--- config.mk ---
export PLATFORM = sky130hd
export DESIGN_NAME = escalonador_rr
export DESIGN_NICKNAME = d
export VERILOG_FILES = /design/src/rtl/escalonador_rr_pkg.sv /design/src/rtl/escalonador_rr_prox_pronto.sv /design/src/rtl/escalonador_rr.sv
export SDC_FILE = /design/constraint.sdc
export NUM_CORES = 1
export LEC_CHECK = 0
export ABC_AREA = 1
export CAP_MARGIN = 20
export CORE_MARGIN = 4
export CORE_UTILIZATION = 48
export CTS_BUF_LIST = sky130_fd_sc_hd__clkbuf_8
export DETAILED_ROUTE_END_ITERATION = 8
export GPL_TIMING_DRIVEN = 1
export PLACE_DENSITY = 0.84
export SLEW_MARGIN = 10
export SYNTH_ARGS = -nofsm -noshare
export SYNTH_HDL_FRONTEND = slang
export SYNTH_SLANG_ARGS = --single-unit
export TNS_END_PERCENT = 30
--- constraint.sdc ---
create_clock -name clk -period 2.24 [get_ports clk]
set_clock_uncertainty 0.1 [all_clocks]
set_input_delay 0.224 -clock clk [delete_from_list [all_inputs] [get_ports clk]]
set_output_delay 0.224 -clock clk [all_outputs]
set_load 0.02 [all_outputs]
--- src/rtl/escalonador_rr_pkg.sv ---
// Shared constants for the round-robin process scheduler: sizing, FSM state
// encoding and the SO pid.
package escalonador_rr_pkg;

  localparam int NPROC   = 4;
  localparam int PID_W   = $clog2(NPROC);
  localparam int STATE_W = 3;

  localparam logic [STATE_W-1:0] S_SO   = 3'd0;
  localparam logic [STATE_W-1:0] S_RUN  = 3'd1;
  localparam logic [STATE_W-1:0] S_SAVE = 3'd2;
  localparam logic [STATE_W-1:0] S_PICK = 3'd3;
  localparam logic [STATE_W-1:0] S_LOAD = 3'd4;

  localparam logic [PID_W-1:0] PID_SO = '0;

  // Settled states are the only ones where the CPU owner is stable.
  function automatic logic is_settled(input logic [STATE_W-1:0] s);
    return (s == S_SO) || (s == S_RUN);
  endfunction

endpackage

--- src/rtl/escalonador_rr_prox_pronto.sv ---
// Combinational round-robin search: first ready user pid after cur_pid,
// wrapping, with cur_pid itself checked last so a lone process is re-selected.
module escalonador_rr_prox_pronto
  import escalonador_rr_pkg::*;
(
  input  logic [NPROC-1:0] ready_mask,
  input  logic [PID_W-1:0] cur_pid,
  output logic             found,
  output logic [PID_W-1:0] next_pid
);

  logic [PID_W-1:0] cand;

  always_comb begin
    found    = 1'b0;
    next_pid = PID_SO;
    cand     = cur_pid;
    // Offsets 1..NPROC wrap on PID_W bits; offset NPROC lands back on cur_pid.
    for (int i = 1; i <= NPROC; i++) begin
      cand = cur_pid + PID_W'(i);
      if (!found && (cand != PID_SO) && ready_mask[cand]) begin
        found    = 1'b1;
        next_pid = cand;
      end
    end
  end

endmodule

--- src/rtl/escalonador_rr.sv ---
// Round-robin scheduler: picks the next pid and sequences the context
// save/load handshake around every process switch.
//
// Handshake: Set_ctx (save of id_proc) and load_ctx (load of id_next) are
// levels held for as long as the FSM sits in S_SAVE / S_LOAD; a single-cycle
// ctx_ack sampled high in that state completes the transfer. ctx_ack seen in
// any other state has no effect.
module escalonador_rr
  import escalonador_rr_pkg::*;
(
  input  logic               clk,
  input  logic               reset,
  input  logic               quantum_over,
  input  logic               preemp_mode,
  input  logic               halt_proc,
  input  logic               so_dispatch,
  input  logic               proc_create,
  input  logic [PID_W-1:0]   create_pid,
  input  logic               ctx_ack,
  output logic [PID_W-1:0]   id_proc,
  output logic               Set_ctx,
  output logic               load_ctx,
  output logic [PID_W-1:0]   id_next,
  output logic               Set_pid_0,
  output logic               quantum_rst,
  output logic               busy,
  output logic [NPROC-1:0]   ready_mask,
  output logic [STATE_W-1:0] fsm_state
);

  logic [STATE_W-1:0] state_q;
  logic [STATE_W-1:0] state_d;
  logic [NPROC-1:0]   mask_d;
  logic               found;
  logic [PID_W-1:0]   pick_pid;
  logic               halt_take;
  logic               preempt_take;
  logic               load_done;

  escalonador_rr_prox_pronto u_prox_pronto (
    .ready_mask (ready_mask),
    .cur_pid    (id_proc),
    .found      (found),
    .next_pid   (pick_pid)
  );

  // halt_proc beats quantum_over; both are dead outside S_RUN.
  assign halt_take    = (state_q == S_RUN) && halt_proc;
  assign preempt_take = (state_q == S_RUN) && !halt_proc && quantum_over && preemp_mode;
  assign load_done    = (state_q == S_LOAD) && ctx_ack;

  always_comb begin
    state_d = state_q;
    case (state_q)
      S_SO: begin
        if (so_dispatch && (|ready_mask)) state_d = S_PICK;
      end
      S_RUN: begin
        if (halt_take)         state_d = S_PICK;
        else if (preempt_take) state_d = S_SAVE;
      end
      S_SAVE: begin
        if (ctx_ack) state_d = S_PICK;
      end
      S_PICK: begin
        state_d = found ? S_LOAD : S_SO;
      end
      S_LOAD: begin
        if (ctx_ack) state_d = S_RUN;
      end
      default: state_d = S_SO;
    endcase
  end

  // Create is applied after the halt clear so it wins on the same bit.
  always_comb begin
    mask_d = ready_mask;
    if (halt_take) mask_d[id_proc] = 1'b0;
    if (proc_create && (create_pid != PID_SO)) mask_d[create_pid] = 1'b1;
    mask_d[PID_SO] = 1'b0;
  end

  always_ff @(posedge clk) begin
    if (!reset) begin
      state_q     <= S_SO;
      id_proc     <= PID_SO;
      id_next     <= PID_SO;
      ready_mask  <= '0;
      Set_pid_0   <= 1'b0;
      quantum_rst <= 1'b0;
    end else begin
      state_q     <= state_d;
      ready_mask  <= mask_d;
      Set_pid_0   <= (state_q == S_PICK) && !found;
      quantum_rst <= load_done;
      if (state_q == S_PICK) begin
        if (found) id_next <= pick_pid;
        else       id_proc <= PID_SO;
      end
      if (load_done) id_proc <= id_next;
    end
  end

  assign Set_ctx   = (state_q == S_SAVE);
  assign load_ctx  = (state_q == S_LOAD);
  assign busy      = !is_settled(state_q);
  assign fsm_state = state_q;

endmodule

* After elaboration in Yosys (flattened, before gate mapping)
Cells that the tools add are included.
Storage, ports and cells: flip-flop bits (word level) 13, output and inout bits 16
Cells by class: reductions and logical operators 35, eq/ne operators 9, bitwise logic cells 3, order comparisons 7, add/subtract/negate cells 3, mux-type cells 32
Operators with widths (count):
- two-way mux 3 bit | 6
- logical AND 1 bit | 17
- < comparator 2 x 3 -> 1 bit, second input constant | 5
- case mux 3 bit (5 select lines) | 1
- two-way mux 2 bit | 7
- nonzero test 2 bit | 6
- two-way mux 1 bit | 10
- binary-select mux 1 bit (select 2 bit) | 4
- two-way mux 4 bit | 2
- equality test 3 x 2 -> 1 bit, second input constant | 2
- zero test 1 bit | 6
- != test 2 bit, second input constant | 3
- adder 2 bit, second input constant | 2
- AND 4 bit | 1
- demux 1 bit (select 2 bit) | 2
- greater-or-equal comparator 2 x 1 -> 1 bit, second input constant | 2
- NOT 4 bit | 1
- bitwise OR 4 bit | 1
- AND reduction 2 bit | 2
- AND reduction 4 bit | 1
- OR reduction 4 bit | 1
- equality test 3 x 1 -> 1 bit, second input constant | 1
- equality test 3 bit, second input constant | 1
- zero test 3 bit | 1
- 4 further kinds | 4

* Longest topological paths before layout
depth in word-level cells 20, mapped depth 13

* By module
From an unflattened synthesis, not the netlist that was laid out.
Second synthesis, totals: cells, all modules 138, area total of the unflattened synthesis 863.3 µm²
Modules (own cells, without submodules):
- escalonador_rr | cells each 87, area each 574.3 µm², instances 1
- escalonador_rr_prox_pronto | cells each 51, area each 289.0 µm², instances 1

* Worst setup path after synthesis
Ideal clock, no wire load.
kind register to register, start reg id_proc[0], end reg id_next[0], path buffers 0, clock period less this slack 2093 ps, arrival time 1879 ps, slack 147 ps, cell stages (with the launch flop) 13, cells stage by stage dfxtp_1 > inv_2 > ha_1 > inv_1 > nand2_1 > nand3_2 > nand2_2 > nor2_4 > nand2_2 > nand2_4 > inv_2 > o21ai_2 > nor2_1
On the way: cells in the longest elaborated chain, start to end 18, elaborated cells on any way between the ends 34, those cells by class add/sub: 3; mux: 16; reduce/logical: 15
RTL lines:
- start, declared | RTL line escalonador_rr.sv:20 | output logic [PID_W-1:0] id_proc,
- start signal, assigned | RTL line escalonador_rr.sv:100 | if (load_done) id_proc <= id_next;
- adder 2 x 1 -> 2 bit | RTL line escalonador_rr_prox_pronto.sv:20 | cand = cur_pid + PID_W'(i);
- binary-select mux 1 bit (select 2 bit) | RTL line escalonador_rr_prox_pronto.sv:21 | if (!found && (cand != PID_SO) && ready_mask[cand]) begin
- two-way mux 1 bit (not written as such) | RTL line escalonador_rr_prox_pronto.sv:21
- logical AND 1 bit | RTL line escalonador_rr_prox_pronto.sv:21
- two-way mux 1 bit | RTL line escalonador_rr_prox_pronto.sv:21
- zero test 1 bit | RTL line escalonador_rr_prox_pronto.sv:21
- logical AND 1 bit (2 in a row) | RTL line escalonador_rr_prox_pronto.sv:21
- two-way mux 1 bit | RTL line escalonador_rr_prox_pronto.sv:21
- zero test 1 bit | RTL line escalonador_rr_prox_pronto.sv:21
- logical AND 1 bit (2 in a row) | RTL line escalonador_rr_prox_pronto.sv:21
- two-way mux 1 bit | RTL line escalonador_rr_prox_pronto.sv:21
- zero test 1 bit | RTL line escalonador_rr_prox_pronto.sv:21
- logical AND 1 bit (2 in a row) | RTL line escalonador_rr_prox_pronto.sv:21
- two-way mux 1 bit | RTL line escalonador_rr_prox_pronto.sv:21
- AND reduction 2 bit (no line)
- end signal, assigned | RTL line escalonador_rr.sv:97 | if (found) id_next <= pick_pid;
- end, declared | RTL line escalonador_rr.sv:23 | output logic [PID_W-1:0] id_next,
Several ways; a longest one is shown, not always the timed one. The select of a mux whose other input is x is not followed. A chain may end at the register's enable or synchronous reset.

* Final worst setup path
start reg id_proc[0], end reg id_proc[1]
On the way: cells in the longest elaborated chain, start to end 19, elaborated cells on any way between the ends 31, those cells by class add/sub: 3; eq/ne: 1; mux: 12; reduce/logical: 15
RTL lines (RTL line):
- adder 2 x 1 -> 2 bit | escalonador_rr_prox_pronto.sv:20
- binary-select mux 1 bit (select 2 bit) | escalonador_rr_prox_pronto.sv:21
- two-way mux 1 bit (not written as such) | escalonador_rr_prox_pronto.sv:21
- logical AND 1 bit | escalonador_rr_prox_pronto.sv:21
- two-way mux 1 bit | escalonador_rr_prox_pronto.sv:21
- zero test 1 bit | escalonador_rr_prox_pronto.sv:21
- logical AND 1 bit (2 in a row) | escalonador_rr_prox_pronto.sv:21
- two-way mux 1 bit | escalonador_rr_prox_pronto.sv:21
- zero test 1 bit | escalonador_rr_prox_pronto.sv:21
- logical AND 1 bit (2 in a row) | escalonador_rr_prox_pronto.sv:21
- two-way mux 1 bit | escalonador_rr_prox_pronto.sv:21
- zero test 1 bit | escalonador_rr_prox_pronto.sv:21
- logical AND 1 bit (2 in a row) | escalonador_rr_prox_pronto.sv:21
- two-way mux 1 bit (*) | escalonador_rr_prox_pronto.sv:21
- != test 2 x 1 -> 1 bit (no line) (*)
- AND reduction 2 bit (no line) (*)
Mark *: on every way between the ends. The rest lies on a longest branch, timed or not. The select of a mux whose other input is x is not followed.

==> flow_summary.json <==
{
  "cts-hold-fix-buffers": 0,
  "drc": 0,
  "overflow": 0,
  "period_share_pct": 85.4,
  "hpwlAfterDp_mm": 1.78,
  "cts-buffers-inserted": 3,
  "ys_ff_latch": 12,
  "area_delta_synth_final_pct": 39.3,
  "delay_contributed_by_the_slowest_stage_of_the_critical_path_ns": 0.35,
  "timing.max_cap.violations": 0,
  "kind_of_cell_adding_the_most_delay_to_the_critical_path": "simple AND/OR/NAND/NOR gates",
  "power.total_mw": 0.807,
  "top_signal_layer_used": "met4",
  "cp_max_fo": 7,
  "layout.cells.most_common_list": "nand2_1, clkdlybuf4s50_1, inv_1",
  "static-leakage-power_nw": 0.542,
  "drt_first_pass_iters": 4,
  "drt_iter0_markers": 26,
  "place_inst": 179,
  "num_io_pins": 26,
  "row_count": 14,
  "mappedNetlistNets": 145,
  "powerDensity_mw_per_mm2": 684,
  "post-cts-setup-buffers": 0,
  "placement.setup.worst_slack_ns": 0.317,
  "commonest_non_fill_non_tap_cell_in_the_layout": "nand2_1",
  "groute.usage.overall_pct": 19.7,
  "syn_area_um2": 847,
  "placer_congestion": 0.849,
  "grt_start_max_net_pins": 11,
  "multiInputGateArea_um2": 517,
  "timing.final.crit_period_ns": 1.91,
  "routed_wl_mm": 2.24,
  "core_region_area_mm2": 0.00159,
  "antenna_found_initial": 0,
  "setup_repair_after_global_routing_missed_its_margin": "no",
  "setup_total_negative_slack_ns": 0,
  "port-buffer-count": 24,
  "fmaxAchievable_mhz": 523,
  "syn-instance-count": 130,
  "clk-insertion-delay-late_ns": 0.24,
  "floorplan.die.height_um": 50.0,
  "final_cell_area_mm2": 0.00118,
  "status": "finished clean",
  "cts_tree": "yes",
  "register_cell_area_after_layout_um2": 240,
  "drive_above_1_share_pct": 12.6,
  "layout.core_utilization_pct": 74.0,
  "worst_slack_ns": 0.328,
  "met2_layer_wire_length_in_the_routed_design_mm": 1.13,
  "cell_by_cell_listing_of_the_critical_path": "inv_2, ha_1, inv_1, nand2_1, nand3_2, nand2_2, nor2_4, nand3_1, nand2_1, o21ai_0",
  "timing.critical_path.mode_cell": "nand2_1",
  "endpoint_kind": "flip-flop",
  "die_area_mm2": 0.00250,
  "crit_slowest_cell": "ha_1",
  "clock_tree.htree_level_count": 1,
  "placed_area_mm2": 0.00112,
  "cts.sink_count": 12,
  "critical_setup_path_class": "flip-flop to flip-flop",
  "fill_cells": 123,
  "arrival_ns": 1.92,
  "via_count_of_the_first_global_routing_pass": 913,
  "wl_met1_um": 905,
  "timing.final.setup_violations": 0,
  "yosysSeqAreaShare_pct": 28.4,
  "synth_warnings": 0,
  "critPathRequiredTime_ns": 2.25,
  "netlist-cell-type-count": 23,
  "wl_per_cell_um": 12.2,
  "number_of_nets_with_antenna_violations_after_routing": 0,
  "report.final.hold_viol_count": 0,
  "cts_max_path_buffers": 2,
  "met3WireLength_um": 157,
  "slew_violations": 0,
  "initial_utilization_pct": 53.1,
  "antenna_cells": 0,
  "peakVddDrop_mv": 0.452,
  "finish.cell_count_without_fillers": 183,
  "total_buffers_and_inverters_traversed_by_the_critical_path": 2,
  "design.final.nets": 175,
  "nature_of_the_critical_path_startpoint": "flip-flop",
  "fin_worst_hold_slack_ns": 0.398,
  "drt-vias-per-instance": 5.14,
  "chipWidth_um": 50.0,
  "worstHoldPathType": "flip-flop to flip-flop",
  "routed-via-count": 940,
  "clock_tree.root_cell": "clkbuf_8",
  "grt_pass1_wl_mm": 3.81,
  "clkSlewWorstSetupHoldPaths_ns": 0.06,
  "cts-resized-gates": 0,
  "synth.avg_cell_area_um2": 6.52
}
==> layout make-up <==
type	count	share of cell area, %
Inverter	22	7.00
Tap cell	24	2.55
Multi-Input combinational cell	95	43.8
Clock buffer	4	4.67
Timing Repair Buffer	26	21.6
Sequential cell	12	20.4
==> metal layers <==
metal | GRT usage, % | up-vias
met3 | 4.82 | 6
met1 | 21.6 | 426
li1 | - | 474
met4 | 7.37 | 0
met5 | 0 | -
met2 | 35.7 | 34
==> cells in the mapped netlist <==
| library cell | n | area share, % |
|---|---|---|
| nor4_1 | 1 | 0.74 |
| ha_1 | 5 | 7.4 |
| nand2_1 | 33 | 15 |
| buf_4 | 1 | 0.89 |
| a21oi_2 | 1 | 1.0 |
| nor2_1 | 8 | 3.5 |
| nand2_2 | 5 | 3.7 |
| nor2_4 | 1 | 1.3 |
| nor3_1 | 1 | 0.59 |
| nand4_1 | 1 | 0.74 |
| nand2_4 | 1 | 1.3 |
| nand3_2 | 3 | 3.5 |
| a21oi_1 | 12 | 7.1 |
| nand3b_1 | 2 | 1.8 |
| o21ai_0 | 3 | 1.8 |
| dfxtp_1 | 12 | 28 |
| a31oi_1 | 2 | 1.5 |
| inv_1 | 20 | 8.9 |
| inv_2 | 2 | 0.89 |
| o21ai_2 | 1 | 1.0 |
| conb_1 | 1 | 0.44 |
| o211ai_1 | 2 | 1.8 |
| nand3_1 | 12 | 7.1 |
==> path summary, 6_finish.rpt <==
kind,start,to,slack [ns],cells after the start
setup / recovery,id_proc[0],id_proc[1],0.33,10
hold / removal,ready_mask[2],ready_mask[2],0.40,2
setup reg to reg,id_proc[0],id_proc[1],0.33,10
hold reg to reg,ready_mask[2],ready_mask[2],0.40,2
==> report_power, final <==
part | switching (mW) | internal [mW]
sequential | 0.0257 | 0.236
combinational | 0.172 | 0.131
clock | 0.0870 | 0.156
total | 0.285 | 0.522
==> logic make-up (layout without fill, tap and decap cells) <==
logic type / Yosys count / count (layout) / share of synthesized area (%)
simple gates: 68 / 68 / 39.0
compound gates: 21 / 21 / 14.2
buf+inv: 23 / 52 / 10.6
fa+ha+maj: 5 / 5 / 7.39
other cells: 1 / 1 / 0.443
flops: 12 / 12 / 28.4
==> registers in the layout, summed over array words and instances, names as in the netlist <==
register	flops
fsm_state	3
ready_mask	3
quantum_rst	1
id_next	2
id_proc	2
Set_pid_0	1
==> worst min-delay path, cell delays in order, from the launching register on <==
cell and delay (ns):
dfxtp_1 0.33, nand2_1 0.07, a21oi_1 0.05
(Power assumes the default switching activity.)
==> RTL change 1 (config.mk and constraints unchanged) <==
`STATE_W`: 3 -> 6.
--- a/src/rtl/escalonador_rr_pkg.sv
+++ b/src/rtl/escalonador_rr_pkg.sv
@@ -4,7 +4,7 @@
 
   localparam int NPROC   = 4;
   localparam int PID_W   = $clog2(NPROC);
-  localparam int STATE_W = 3;
+  localparam int STATE_W = 6;
 
   localparam logic [STATE_W-1:0] S_SO   = 3'd0;
   localparam logic [STATE_W-1:0] S_RUN  = 3'd1;
Ports: changed (resized fsm_state); port bits go from 26 to 29. No check against the original RTL was run, so the function may have changed too.
==> RTL change 1 against the original RTL <==
  * Setup slack lost 47 ps
  * Worst hold slack lost 26 ps
  * Sequential share of layout area shrank 0.42 points
  * Non-clock buffer count is the same
  * Sequential cell count is the same
  * Synthesized area grew 4.1%
  * Synthesized cell count is the same
  * Largest power group unchanged
  * Power grew 6.9%
  * Routed wire length shrank 3.2%
  * Highest routed layer unchanged
  * Combinational power grew 17%
  * Critical path depth grew 1
  * Cell area grew 2.1%
==> RTL change 1: results (changes against the original RTL) <==
synth-to-layout area growth = 36.60% (was 39.29%)
routed wl met2 = 1.088 mm (was 1.130 mm)
register area share after synthesis = 27.23% (was 28.36%)
Hold EP = id_proc[1] (was ready_mask[2])
outcome = finished, final reports clean (unchanged)
placer congestion estimate = 0.8789 (was 0.8488)
M1 GR Usage = 23.02% (was 21.60%)
vias per cell = 4.870 (was 5.137)
Synth Area in Adders = 7.092% (was 7.386%)
worst reg2reg setup slack = 280 ps (was 330 ps)
Worst path max stage delay = 390 ps (was 350 ps)
Hold Crit Start = id_next[1] (was ready_mask[2])
P_leak = 0.5165 nW (was 0.5422 nW)
Vias = 896 (was 940)
first-pass GRT wire length = 3.719 mm (was 3.808 mm)
post-synthesis cell type count = 25 (was 23)
layout cells sized above 1 = 14.47% (was 12.58%)
met3 wire len = 121 µm (was 157 µm)
non-clk buf share = 21.18% (was 21.63%)
multi-input logic portion of the cell area = 45.17% (was 43.80%)
Mean Syn Cell Area = 6.785 µm² (was 6.516 µm²)
worst hold slack = 372.4 ps (was 398.1 ps)
initial DRC count = 13 (was 26)
Fillers = 160 (was 123)
Final HPWL DP = 1.730 mm (was 1.783 mm)
GR Layer Usage met3 = 3.207% (was 4.819%)
met2 Use GR = 32.39% (was 35.65%)
largest net degree at the start of global routing = 10 (was 11)
-- RTL change 1: worst max-delay path by stage --
stage / from / end / slack [ps] / cells past startpoint
after floorplan: id_proc[1] / id_next[0] / 160 / 13
after detailed placement: id_proc[0] / id_proc[1] / 320 / 11
after global routing: id_proc[0] / id_proc[1] / 140 / 11
final: id_proc[0] / id_proc[1] / 280 / 11
after CTS: id_proc[0] / id_proc[1] / 290 / 11
after global placement: id_proc[0] / id_next[0] / 410 / 13
-- RTL change 1: report_power, final --
| part | switching, mW | internal, mW | total, mW |
|---|---|---|---|
| combinational | 0.202 | 0.152 | 0.354 |
| clock | 0.0872 | 0.156 | 0.243 |
| sequential | 0.0267 | 0.239 | 0.266 |
-- RTL change 1: tightest hold or removal path: cells and delay by family, from the launching register on --
| kind | cells | cell delay (ps) |
|---|---|---|
| DFF | 1 | 320 |
| and+or+nand+nor | 1 | 60 |
| AOI/OAI and AO/OA | 1 | 50 |
==> RTL change 2 (same settings) <==
Made on the original files. Reset style: asynchronous (`reset`), changed in one clocked block.
--- a/src/rtl/escalonador_rr.sv
+++ b/src/rtl/escalonador_rr.sv
@@ -80,7 +80,7 @@
     mask_d[PID_SO] = 1'b0;
   end
 
-  always_ff @(posedge clk) begin
+  always_ff @(posedge clk or negedge reset) begin
     if (!reset) begin
       state_q     <= S_SO;
       id_proc     <= PID_SO;
Check against the original RTL: differs if reset is asserted again (counterexample within 4 cycles, from zero or initial values and one cycle with reset low); with reset held inactive, the same outputs for 10 cycles.
==> RTL change 2 against the original RTL <==
  * Non-clock buffer count is 1 higher
  * First-iteration DRC count up 31%
  * Synthesized cell count up 2.3%
  * Sequential share of layout area rose by 3.7 points
  * Setup slack lost 120 ps
  * Routed wire length grew 1.3%
  * Highest routed layer is now met3
  * Global-route usage shrank 0.62 points
  * Cell area grew 5.6%
  * Synthesized area rose by 6.8%
  * Sequential cell count stayed put
Power is not compared: it rests on default switching activity, and its combinational part moved more than twofold at a synthesized area within 25%.
==> RTL change 2: results (changes against the original RTL) <==
Initial DRT Pass Iterations = 4 (unchanged)
Post-synth top cells = 35 x nand2_1, 23 x inv_1, 14 x nand3_1, 12 x dfrtp_1, 9 x o21ai_0 (was 33 x nand2_1, 20 x inv_1, 12 x a21oi_1, 12 x dfxtp_1, 12 x nand3_1)
endpoints failing hold = 0 (unchanged)
setup TNS = 0 ps (unchanged)
slew of the pin with the lowest slew margin = 516.8 ps
first-pass GRT wire length = 3.870 mm (was 3.808 mm)
largest net degree at the start of global routing = 13 (was 11)
DP Area = 1191 µm² (was 1125 µm²)
number of global-route vias before repair = 922 (was 913)
predominant post-synthesis flop cell = dfrtp_1 (was dfxtp_1)
clock transition at the registers of the reported paths = 50 ps
Hold WC Path Type = in2async (was reg2reg)
crit-path max FO = 5 (was 7)
n_diodes = 0 (unchanged)
maxcap violations = 0 (unchanged)
initial antenna violation count = 0 (unchanged)
Synth warnings = 0 (unchanged)
Crit path max-delay family = buffers and inverters (was simple AND/OR/NAND/NOR gates)
Num CTS Buffers = 3 (unchanged)
htree depth = 1 (unchanged)
number of port buffers = 24 (unchanged)
vias per cell = 5.122 (was 5.137)
Async S/R FF share, synth = 100.0% (was 0%)
post-synthesis cell type count = 20 (was 23)
post-CTS sizing = 0 (unchanged)
Worst path max stage delay = 530 ps (was 350 ps)
worst skew pair latency = 240 ps (about the same)
# placed instances = 184 (was 179)
Final Non-Filler Cells = 188 (was 183)
initial DRC count = 34 (was 26)
register area share after synthesis = 33.20% (was 28.36%)
outcome = finished, final reports clean (unchanged)
Root Buffer = clkbuf_8 (unchanged)
Final HPWL DP = 1.787 mm (was 1.783 mm)
Synth Instances = 133 (was 130)
layout cells sized above 1 = 12.88% (was 12.58%)
Max clock buf depth = 2 (unchanged)
P_leak = 0.6619 nW
Crit-path slowest cell = clkdlybuf4s50_1 (was ha_1)
GRT Total Usage = 19.04% (was 19.66%)
postcts setup bufs = 0 (unchanged)
placer congestion estimate = 0.8559 (was 0.8488)
Avg WL per Cell = 12.05 µm (was 12.21 µm)
syn_nets = 148 (was 145)
final net count = 179 (was 175)
worst vdd ir = 0.8506 mV
Area contributors post-synth = dfrtp_1 33%, nand2_1 15%, inv_1 9.5% (was dfxtp_1 28%, nand2_1 15%, inv_1 8.9%)
Worst EP arrival = 1710 ps (was 1920 ps)
-- RTL change 2: cell count changes in the layout (fill, tap and decap cells not counted), moves of 2 or more --
cell and delta:
nand3_1 +2, a21oi_1 -11, o211ai_1 -2, nand4_1 +4
dfxtp_1 -12, o21ai_0 +6, inv_1 +3, nor2_2 +2
nand3b_1 -2, a31oi_1 -2, nand2_1 +2, nor3_1 +2
dfrtp_1 +12
-- RTL change 2: per-layer routing --
layer	share of wire [%]	track usage [%]	vias up	routed length [µm]
li1	-	-	486	-
met1	46	25.05	444	1043
met2	48	31.57	33	1081
met3	6.2	5.248	0	140
met4	0	3.057	0	0
met5	0	0	-	0
-- RTL change 2: cell type report --
cell class                      instances  area (µm²)
Sequential cell                        12       300.3
Clock buffer                            4       55.05
Timing Repair Buffer                   27       262.8
Inverter                               25       93.84
Multi-Input combinational cell         95       503.0
Tap cell                               25       31.28
Fill cell                             166       518.0
-- RTL change 2: where the power goes --
| group | internal [mW] | switching [mW] | total (mW) |
|---|---|---|---|
| clock network | 0.155 | 0.0826 | 0.238 |
| logic | 0.533 | 0.845 | 1.38 |
| registers | 0.297 | 0.0638 | 0.361 |
-- RTL change 2: kinds of logic (layout without fill, tap and decap cells) --
| family | after synthesis | in the layout | share of synthesized area (%) |
|---|---|---|---|
| compound gates | 13 | 13 | 8.160 |
| fa+ha+maj | 5 | 5 | 6.916 |
| buf+inv | 26 | 56 | 11.20 |
| flops | 12 | 12 | 33.20 |
| other cells | 1 | 1 | 0.4145 |
| simple gates | 76 | 76 | 40.11 |
-- RTL change 2: metrics by stage --
step	hold WS (ps)	setup WS, ps
after global routing	263.0	94.27
after floorplan	-171.6	159.3
after CTS	243.0	203.8
after global placement	390.8	423.1
final	225.8	209.7
after detailed placement	399.9	341.2
-- RTL change 2: final timing paths --
| kind | start | to | slack (ps) | cells past startpoint |
|---|---|---|---|---|
| worst max-delay path | fsm_state[2] | busy | 210 | 5 |
| worst min-delay path | reset | fsm_state[0] | 230 | 1 |
| worst max register to register | id_proc[1] | id_next[1] | 330 | 13 |
| worst min register to register | id_next[0] | id_next[0] | 410 | 2 |
| max in group asynchronous | reset | fsm_state[1] | 1470 | 1 |
| min in group clk | id_next[0] | id_next[0] | 410 | 2 |
